===== src/rtl/uart_drain_pkg.sv =====
// Shared types and constants for the FIFO-to-UART drain path.
// Optional feature macro: UART_DRAIN_PARITY_EN (adds an even-parity bit, 8E1).
package uart_drain_pkg;

  // Full state set of the drain path. The byte engine runs START..STOP;
  // the top-level controller covers IDLE, FETCH and LOAD.
  typedef enum logic [2:0] {
    IDLE   = 3'd0,
    FETCH  = 3'd1,
    LOAD   = 3'd2,
    START  = 3'd3,
    DATA   = 3'd4,
    PARITY = 3'd5,
    STOP   = 3'd6
  } state_e;

  // Top-level controller states; DR_SEND covers every state owned by the byte engine.
  typedef enum logic [1:0] {
    DR_IDLE  = 2'd0,
    DR_FETCH = 2'd1,
    DR_LOAD  = 2'd2,
    DR_SEND  = 2'd3
  } drain_e;

  localparam logic TX_IDLE   = 1'b1;
  localparam logic START_BIT = 1'b0;
  localparam logic STOP_BIT  = 1'b1;

  localparam int BITS_PER_BYTE = 8;

endpackage


===== src/rtl/uart_tx_byte.sv =====
// Single-byte UART transmitter: start bit, 8 data bits LSB first,
// optional even parity bit (UART_DRAIN_PARITY_EN), stop bit.
// o_byte_done is high during the last cycle of the stop bit; if i_start is
// high in that same cycle the next byte begins with no idle gap.
// i_start is honoured only in IDLE or in that final stop cycle.
module uart_tx_byte
  import uart_drain_pkg::*;
#(
  parameter int CLKS_PER_BIT = 868
) (
  input  logic       clk,
  input  logic       rst_n,
  input  logic       i_start,
  input  logic [7:0] i_data,
  output logic       o_tx,
  output logic       o_byte_done,
  output logic [2:0] o_state
);

  localparam int CW = (CLKS_PER_BIT > 2) ? $clog2(CLKS_PER_BIT) : 1;
  localparam logic [CW-1:0] CNT_LAST = CW'(CLKS_PER_BIT - 1);
  localparam logic [2:0] LAST_BIT = 3'(BITS_PER_BYTE - 1);

  state_e        r_state;
  state_e        w_state_nxt;
  logic [CW-1:0] r_cnt;
  logic [2:0]    r_bit_idx;
  logic [7:0]    r_shift;
  logic          w_bit_end;
  logic          w_last_bit;
  logic          w_load;
`ifdef UART_DRAIN_PARITY_EN
  logic          r_parity;
`endif

  assign w_bit_end  = (r_cnt == CNT_LAST);
  assign w_last_bit = (r_bit_idx == LAST_BIT);
  assign w_load     = i_start && ((r_state == IDLE) || (r_state == STOP && w_bit_end));
  assign o_state    = r_state;

  // State register.
  always_ff @(posedge clk or negedge rst_n) begin
    if (!rst_n) r_state <= IDLE;
    else        r_state <= w_state_nxt;
  end

  // Next-state logic and the end-of-byte pulse.
  always_comb begin
    w_state_nxt = r_state;
    o_byte_done = 1'b0;
    case (r_state)
      IDLE:   if (w_load) w_state_nxt = START;
      START:  if (w_bit_end) w_state_nxt = DATA;
      DATA: begin
        if (w_bit_end && w_last_bit) begin
`ifdef UART_DRAIN_PARITY_EN
          w_state_nxt = PARITY;
`else
          w_state_nxt = STOP;
`endif
        end
      end
      PARITY: if (w_bit_end) w_state_nxt = STOP;
      STOP: begin
        if (w_bit_end) begin
          o_byte_done = 1'b1;
          w_state_nxt = w_load ? START : IDLE;
        end
      end
      default: w_state_nxt = IDLE;
    endcase
  end

  // Line level decoded from the current state; idle and reset drive mark (1).
  always_comb begin
    o_tx = TX_IDLE;
    case (r_state)
      START:  o_tx = START_BIT;
      DATA:   o_tx = r_shift[0];
`ifdef UART_DRAIN_PARITY_EN
      PARITY: o_tx = r_parity;
`endif
      STOP:   o_tx = STOP_BIT;
      default: o_tx = TX_IDLE;
    endcase
  end

  // Baud counter, bit index and data shift register.
  always_ff @(posedge clk or negedge rst_n) begin
    if (!rst_n) begin
      r_cnt     <= '0;
      r_bit_idx <= '0;
      r_shift   <= '0;
`ifdef UART_DRAIN_PARITY_EN
      r_parity  <= 1'b0;
`endif
    end else begin
      if (r_state == IDLE || w_bit_end) r_cnt <= '0;
      else                              r_cnt <= r_cnt + 1'b1;

      if (w_load) begin
        r_shift   <= i_data;
        r_bit_idx <= '0;
`ifdef UART_DRAIN_PARITY_EN
        r_parity  <= ^i_data;
`endif
      end else if (r_state == DATA && w_bit_end) begin
        r_shift   <= r_shift >> 1;
        r_bit_idx <= r_bit_idx + 1'b1;
      end
    end
  end

endmodule


===== src/rtl/fifo_uart_drain.sv =====
// Pops words from a synchronous FIFO and sends them over UART,
// most-significant byte first. Build option UART_DRAIN_PARITY_EN selects 8E1 frames.
// dbg_state reports the combined drain state using uart_drain_pkg::state_e encoding.
module fifo_uart_drain
  import uart_drain_pkg::*;
#(
  parameter int DATA_WIDTH   = 16,
  parameter int CLKS_PER_BIT = 868
) (
  input  logic                  clk,
  input  logic                  rst_n,
  input  logic                  enable,
  input  logic                  fifo_empty,
  input  logic [DATA_WIDTH-1:0] fifo_rd_data,
  output logic                  fifo_rd_en,
  output logic                  tx,
  output logic                  busy,
  output logic [15:0]           words_sent,
  output logic [2:0]            dbg_state
);

  localparam int BYTES = DATA_WIDTH / BITS_PER_BYTE;
  localparam int BW    = (BYTES > 2) ? $clog2(BYTES) : 1;
  localparam logic [BW-1:0] LAST_BYTE = BW'(BYTES - 1);

  drain_e                r_state;
  drain_e                w_state_nxt;
  logic                  r_rd_en;
  logic [DATA_WIDTH-1:0] r_word;
  logic [DATA_WIDTH-1:0] w_word_next;
  logic [BW-1:0]         r_byte_idx;
  logic [15:0]           r_words_sent;
  logic                  w_byte_done;
  logic                  w_last_byte;
  logic                  w_tx_start;
  logic [7:0]            w_tx_data;
  logic [2:0]            w_tx_state;

  assign w_last_byte = (r_byte_idx == LAST_BYTE);
  assign w_word_next = r_word << BITS_PER_BYTE;
  assign fifo_rd_en  = r_rd_en;
  assign busy        = (r_state != DR_IDLE);
  assign words_sent  = r_words_sent;

  // Controller state register.
  always_ff @(posedge clk or negedge rst_n) begin
    if (!rst_n) r_state <= DR_IDLE;
    else        r_state <= w_state_nxt;
  end

  // Word sequencing. The first byte comes straight from the FIFO read data in
  // LOAD so the start bit follows one cycle later; later bytes come from the
  // shifted word register on the final stop cycle of the previous byte.
  always_comb begin
    w_state_nxt = r_state;
    w_tx_start  = 1'b0;
    w_tx_data   = w_word_next[DATA_WIDTH-1 -: BITS_PER_BYTE];
    case (r_state)
      DR_IDLE:  if (enable && !fifo_empty) w_state_nxt = DR_FETCH;
      DR_FETCH: w_state_nxt = DR_LOAD;
      DR_LOAD: begin
        w_state_nxt = DR_SEND;
        w_tx_start  = 1'b1;
        w_tx_data   = fifo_rd_data[DATA_WIDTH-1 -: BITS_PER_BYTE];
      end
      DR_SEND: begin
        if (w_byte_done) begin
          if (w_last_byte) w_state_nxt = DR_IDLE;
          else             w_tx_start  = 1'b1;
        end
      end
      default: w_state_nxt = DR_IDLE;
    endcase
  end

  // Registered pop strobe, word/byte bookkeeping and the completed-word count.
  always_ff @(posedge clk or negedge rst_n) begin
    if (!rst_n) begin
      r_rd_en      <= 1'b0;
      r_word       <= '0;
      r_byte_idx   <= '0;
      r_words_sent <= '0;
    end else begin
      r_rd_en <= (w_state_nxt == DR_FETCH);
      if (r_state == DR_LOAD) begin
        r_word     <= fifo_rd_data;
        r_byte_idx <= '0;
      end else if (r_state == DR_SEND && w_byte_done) begin
        if (w_last_byte) begin
          r_words_sent <= r_words_sent + 16'd1;
        end else begin
          r_word     <= w_word_next;
          r_byte_idx <= r_byte_idx + 1'b1;
        end
      end
    end
  end

  // Debug view: controller state, or the byte engine's state while sending.
  always_comb begin
    dbg_state = IDLE;
    case (r_state)
      DR_IDLE:  dbg_state = IDLE;
      DR_FETCH: dbg_state = FETCH;
      DR_LOAD:  dbg_state = LOAD;
      DR_SEND:  dbg_state = w_tx_state;
      default:  dbg_state = IDLE;
    endcase
  end

  uart_tx_byte #(
    .CLKS_PER_BIT (CLKS_PER_BIT)
  ) u_tx_byte (
    .clk         (clk),
    .rst_n       (rst_n),
    .i_start     (w_tx_start),
    .i_data      (w_tx_data),
    .o_tx        (tx),
    .o_byte_done (w_byte_done),
    .o_state     (w_tx_state)
  );

endmodule


===== config.mk =====
export PLATFORM = sky130hd
export DESIGN_NAME = fifo_uart_drain
export DESIGN_NICKNAME = d
export VERILOG_FILES = /design/src/rtl/uart_drain_pkg.sv /design/src/rtl/uart_tx_byte.sv /design/src/rtl/fifo_uart_drain.sv
export SDC_FILE = /design/constraint.sdc
export NUM_CORES = 1
export LEC_CHECK = 0
export BUFFER_PORTS_ARGS = -buffer_cell sky130_fd_sc_hd__buf_2
export CAP_MARGIN = 20
export CORE_MARGIN = 2
export CORE_UTILIZATION = 25
export CTS_CLUSTER_SIZE = 8
export DETAILED_ROUTE_END_ITERATION = 10
export REMOVE_ABC_BUFFERS = 1
export SLEW_MARGIN = 5
export SYNTH_ARGS = -nofsm -noshare
export SYNTH_HDL_FRONTEND = slang
export SYNTH_HIERARCHICAL = 1
export SYNTH_SLANG_ARGS = --single-unit

===== constraint.sdc =====
create_clock -name clk -period 3.4 [get_ports clk]
set_input_delay 1.02 -clock clk [delete_from_list [all_inputs] [get_ports clk]]
set_output_delay 1.02 -clock clk [all_outputs]
set_load 0.01 [all_outputs]

After elaboration in Yosys (flattened, before gate mapping)
Cells that the tools add are included.

$add $sub $neg: 4. Equal/unequal tests: 16. Muxes and demuxes: 30. Bitwise gates (word level): 1. Reductions and logical operators: 17.

Operators by type and width (number): $mux 8 (6); $mux 3 (7); $add 16x1->16 const B (1); $pmux 3 s5 (1); $eq 3x3->1 const B (4); $ne 2x1->1 const B (6); $pmux 3 s4 (1); $add 10x1->10 const B (1); $eq 10x10->1 const B (1); $mux 10 (1); $mux 2 (4); $pmux 2 s4 (1); $mux 1 (7); $logic_and 1x1->1 (6); $reduce_bool 2->1 (3); $reduce_and 5->1 (1); $eq 2x1->1 const B (2); $eq 2x2->1 const B (2); $pmux 1 s2 (2); $add 3x1->3 const B (1); $eq 3x2->1 const B (1); $logic_not 3->1 (1); $reduce_and 3->1 (1); $logic_not 2->1 (1); other kinds (5) (6).

Register bits: 52. Bits of input ports: 20. Output and inout bits: 22. Word-level logic and storage cells: 77.

Longest topological paths before layout
Depth in word-level cells: 9. Mapped depth: 13. Gate-level depth less buffers: 12.

Cells and area by module
The synthesis kept the hierarchy.

Modules (own cells, without submodules): uart_tx_byte (times used 1, cells an instance 125, area each 1367.6 um^2, sequential area each 600.6 um^2); fifo_uart_drain (times used 1, cells an instance 113, area each 1303.8 um^2, sequential area each 700.7 um^2).

Least setup slack after synthesis
Ideal clock, no wire load.

Kind: reg2reg. From: register u_tx_byte.r_cnt[0]. To: register u_tx_byte.r_shift[2]. Library setup time: 0.123 ns. Data arrival time: 2.881 ns. Required time: 3.277 ns. Setup slack: 0.396 ns. Cell stages (with the launch flop): 14. Path buffers: 1. Clock period less this slack: 3.004 ns. Path through: dfrtp_1 ha_1 nand4b_4 nor3_1 nand2_1 nor3_1 inv_1 o21ai_0 nand2_1 inv_1 nor2b_1 buf_2 nand2_2 o221a_2.

Word-level cells in the longest chain between the ends: 7. Elaborated cells on any way between the ends: 11. Those cells by class: 1 x eq/ne; 5 x mux; 5 x reduce/logical.

Ends and longest elaborated chain: from (decl) (line uart_tx_byte.sv:26) `logic [CW-1:0] r_cnt;`; from (signal assigned) (line uart_tx_byte.sv:99) `else r_cnt <= r_cnt + 1'b1;`; $eq 10x10->1 (*) (line uart_tx_byte.sv:36) `assign w_bit_end = (r_cnt == CNT_LAST);`; $mux 1 (*) (line uart_tx_byte.sv:65) `if (w_bit_end) begin`; $mux 1 (*) (line uart_tx_byte.sv:51) `case (r_state)`; named net w_byte_done (line fifo_uart_drain.sv:33) `logic w_byte_done;`; $mux 1 (*) (line fifo_uart_drain.sv:67) `if (w_byte_done) begin`; $pmux 1 s2 (*) (line fifo_uart_drain.sv:58) `case (r_state)`; named net w_tx_start (line fifo_uart_drain.sv:35) `logic w_tx_start;`; $logic_and 1x1->1 (*) (line uart_tx_byte.sv:38) `assign w_load = i_start && ((r_state == IDLE) || (r_state == STOP && w_bit_end));`; $mux 8 or $reduce_bool 2->1 (tied branches); to (signal assigned) (line uart_tx_byte.sv:102) `r_shift <= i_data;`; to (signal assigned) (line uart_tx_byte.sv:108) `r_shift <= r_shift >> 1;`; to (decl) (line uart_tx_byte.sv:28) `logic [7:0] r_shift;`.

The timed path passes the listed nets; every way through them passes the cells marked *. A chain may end at the register's enable or synchronous reset.

Worst setup path in the final report
From: register u_tx_byte.r_cnt[0]. To: register u_tx_byte.r_shift[5].

Same word-level chain as after synthesis.

==> flow_summary.toml <==
[logic_synthesis]
synth_largest_area_cell = "dfrtp_1"
syn-cell-area_um2 = 2670
synth_edf_count = 0
ys.flop_type = "dfrtp_1"
ys_top_cells_by_area = "dfrtp_1, xnor2_1, mux2_2"
ys_top_cells_by_count = "dfrtp_1, nand2_1, nand3_1, nor2_1, xnor2_1"
synth-async-reset-ratio_pct = 100
synth_seq_cells = 52
synth.most_common_cell = "dfrtp_1"
yosysTopAreaCellShare_pct = 48.7
synth-seq-area-share_pct = 48.7
synth.avg_cell_area_um2 = 11.2
synth_cells = 238
synth.distinct_cells = 52
yosysWarnings = 6

[clocking]
clkSinkCount = 52
clock_path_buffers = 2
numCtsBuffers = 5
post_cts_buffers = 0
cts_tree = "built"
clk_pin_slew_worst_paths_ps = 110
postCtsHoldBufs = 0
clock_latency_ps = 310
ctsResizeCount = 0
cts_root_buf = "clkbuf_8"
cts.htree.levels = 2

[sta]
hold_viol = 0
rsz0062_at_grt = "no"
clock.fmax_mhz = 341
period_share_pct = 86.2
skew_ps = 17.4
tightest_slew_ps = 946
setup_viol = 0
period_needed_ps = 2930
setup_tns_ps = 0
drv_slew = 0
maxSlewHeadroom_pct = 37.0

[power]
peakVddDrop_mv = 0.156
pwr_density_cell_nw_per_um2 = 336
leakage_nw = 1.45

[worst_setup_path]
crit_family = "simple AND/OR/NAND/NOR gates"
cpPeakStageDelay_ps = 410
end_kind = "flip-flop"
worstPathCellList = "ha_1, nand4b_4, nor3_1, nand2_1, nor3_1, inv_1, o21ai_0, nand2_1, inv_1, nor2b_1, buf_4, a21o_1, o221a_2"
critPathBufInv = 3
cpMaxStageDelayCell = "nor3_1"
critPathRequiredTime_ps = 3650
cp.arrival_ps = 3180
worstPathMaxFanout = 12
worst_setup_path_start_kind = "flip-flop"
crit_type = "flip-flop to flip-flop"

[detailed_routing]
ant_nets = 0
drc_errors = 0
drtIter0Drc = 111
dr.pass1.iters = 4
drt_wl_total_um = 5200
drt-vias-per-instance = 4.53
wire_per_inst_um = 12.4
route.vias.total = 1893

[global_route]
antenna_found_initial = 0
grt_pass1_vias = 1944
busiest_layer = "met2"
grt_util_met1_pct = 12.6
grt_pass1_wl_um = 8940
grt_use_total_pct = 9.57
grt-ovfl-total = 0
grt_max_degree = 43
grtUsageMet2_pct = 16.0
globalRouteMet3Util_pct = 2.42

[die]
io_pins = 42
die_x_um = 107
rows = 37
die_h_um = 107
coreArea_um2 = 10400
dieArea_um2 = 11500
start_util_pct = 25.8

[flow_run]
max_cap_viol_count = 0

[layout]
nNetsFinal = 305
fin_cells = 418
layout-drive-gt1-share_pct = 28.4
final.fill_count = 1084
syn_to_final_growth_pct = 15.7
antenna_cells = 0

[place]
dp.cells = 409
numPortBuffers = 41
globalplace.congestion = 0.775
hpwl_um = 3780

[min_path]
hold_class = "flip-flop to flip-flop"

[outcome]
status = "finished, final reports clean"
[cell families after synthesis]
kind of cell	after synthesis	synth area share (%)
XOR/XNOR	24	7.87
adder cells (fa/ha/maj)	4	1.87
flip-flops	52	48.7
AND/OR/NAND/NOR	83	19.3
buffers and inverters	20	4.54
multiplexers	11	4.73
AO/OA/AOI/OAI	44	13.0
[cell type report]
| cell class | count | area (um2) | share of cell area, % |
|---|---|---|---|
| inverters | 9 | 33.8 | 1.09 |
| flip-flops and latches | 52 | 1300 | 42.1 |
| well taps | 136 | 170 | 5.50 |
| clock inverters | 3 | 21.3 | 0.688 |
| clock buffers | 5 | 68.8 | 2.23 |
| repair buffers | 47 | 248 | 8.01 |
| multi-input cells | 166 | 1250 | 40.4 |
[state kept, by name (all words and copies together), names as in the netlist]
signal	cells
fifo_rd_en	1
words_sent	16
r_state	2
u_tx_byte/r_shift	8
r_word	8
r_byte_idx	1
u_tx_byte/r_bit_idx	3
u_tx_byte/r_cnt	10
u_tx_byte/o_state	3
[cell usage in the layout (no fill, tap or decap), types with 2 or more instances in the layout]
cell / Yosys / layout
a211oi_1: 4 / 4
a21boi_0: 2 / 2
a21oi_1: 2 / 2
a22o_1: 9 / 9
a31oi_1: 4 / 4
and3_1: 3 / 3
buf_2: 4 / 42
buf_4: 1 / 5
clkbuf_8: 0 / 5
dfrtp_1: 52 / 52
ha_1: 4 / 4
inv_1: 9 / 9
mux2_2: 9 / 9
nand2_1: 16 / 16
nand2b_1: 4 / 4
nand3_1: 16 / 16
nand4_1: 5 / 5
nor2_1: 16 / 16
nor2b_1: 3 / 3
nor3_1: 3 / 3
nor4_4: 2 / 2
o21ai_0: 10 / 10
o221a_2: 3 / 3
or2_2: 2 / 2
xnor2_1: 16 / 16
xor2_1: 8 / 8
[worst register-to-register path: stages (launching register included)]
cell      delay, ps
dfrtp_1         390
ha_1            300
nand4b_4        200
nor3_1          410
nand2_1          90
nor3_1          200
inv_1            50
o21ai_0         150
nand2_1          80
inv_1           140
nor2b_1         150
buf_4           190
a21o_1          290
o221a_2         230
[report_power, final]
group | internal, mW | leakage, nW | switching, mW | total (mW)
combinational | 0.0211 | 0.759 | 0.0202 | 0.0413
sequential | 0.628 | 0.645 | 0.00523 | 0.633
clock | 0.147 | 0.0445 | 0.218 | 0.365
total | 0.795 | 1.45 | 0.244 | 1.04
[stage by stage]
stage / setup WS (ps) / utilization [%] / total power, mW / hold WS, ps / cell area, um2
global route: 47.6 / 29.8 / 1.09 / 496 / 3090
finish: 471 / 29.8 / 1.04 / 471 / 3090
floorplan: 171 / - / 0.659 / 448 / 2580
detailed placement: 491 / 28.9 / 0.688 / 463 / 3000
CTS: 477 / 29.8 / 1.06 / 479 / 3090
global placement: 561 / 28.9 / 0.687 / 457 / 3000
[per-layer routing]
layer / routed length, um / vias up
met5: 0 / -
met4: 40 / 0
met3: 226 / 4
met2: 2400 / 41
met1: 2530 / 912
li1: - / 936
[worst paths after layout]
check,slack [ps],to,cells after the start,from
worst max-delay path,470,u_tx_byte/r_shift[5],13,u_tx_byte/r_cnt[0]
worst min-delay path,470,words_sent[15],1,words_sent[15]
worst max register to register,470,u_tx_byte/r_shift[5],13,u_tx_byte/r_cnt[0]
worst min register to register,470,words_sent[15],1,words_sent[15]
max in group asynchronous,1880,words_sent[3],2,rst_n
min in group asynchronous,820,words_sent[11],1,rst_n
Note: power is estimated with default switching activity, not from simulation.
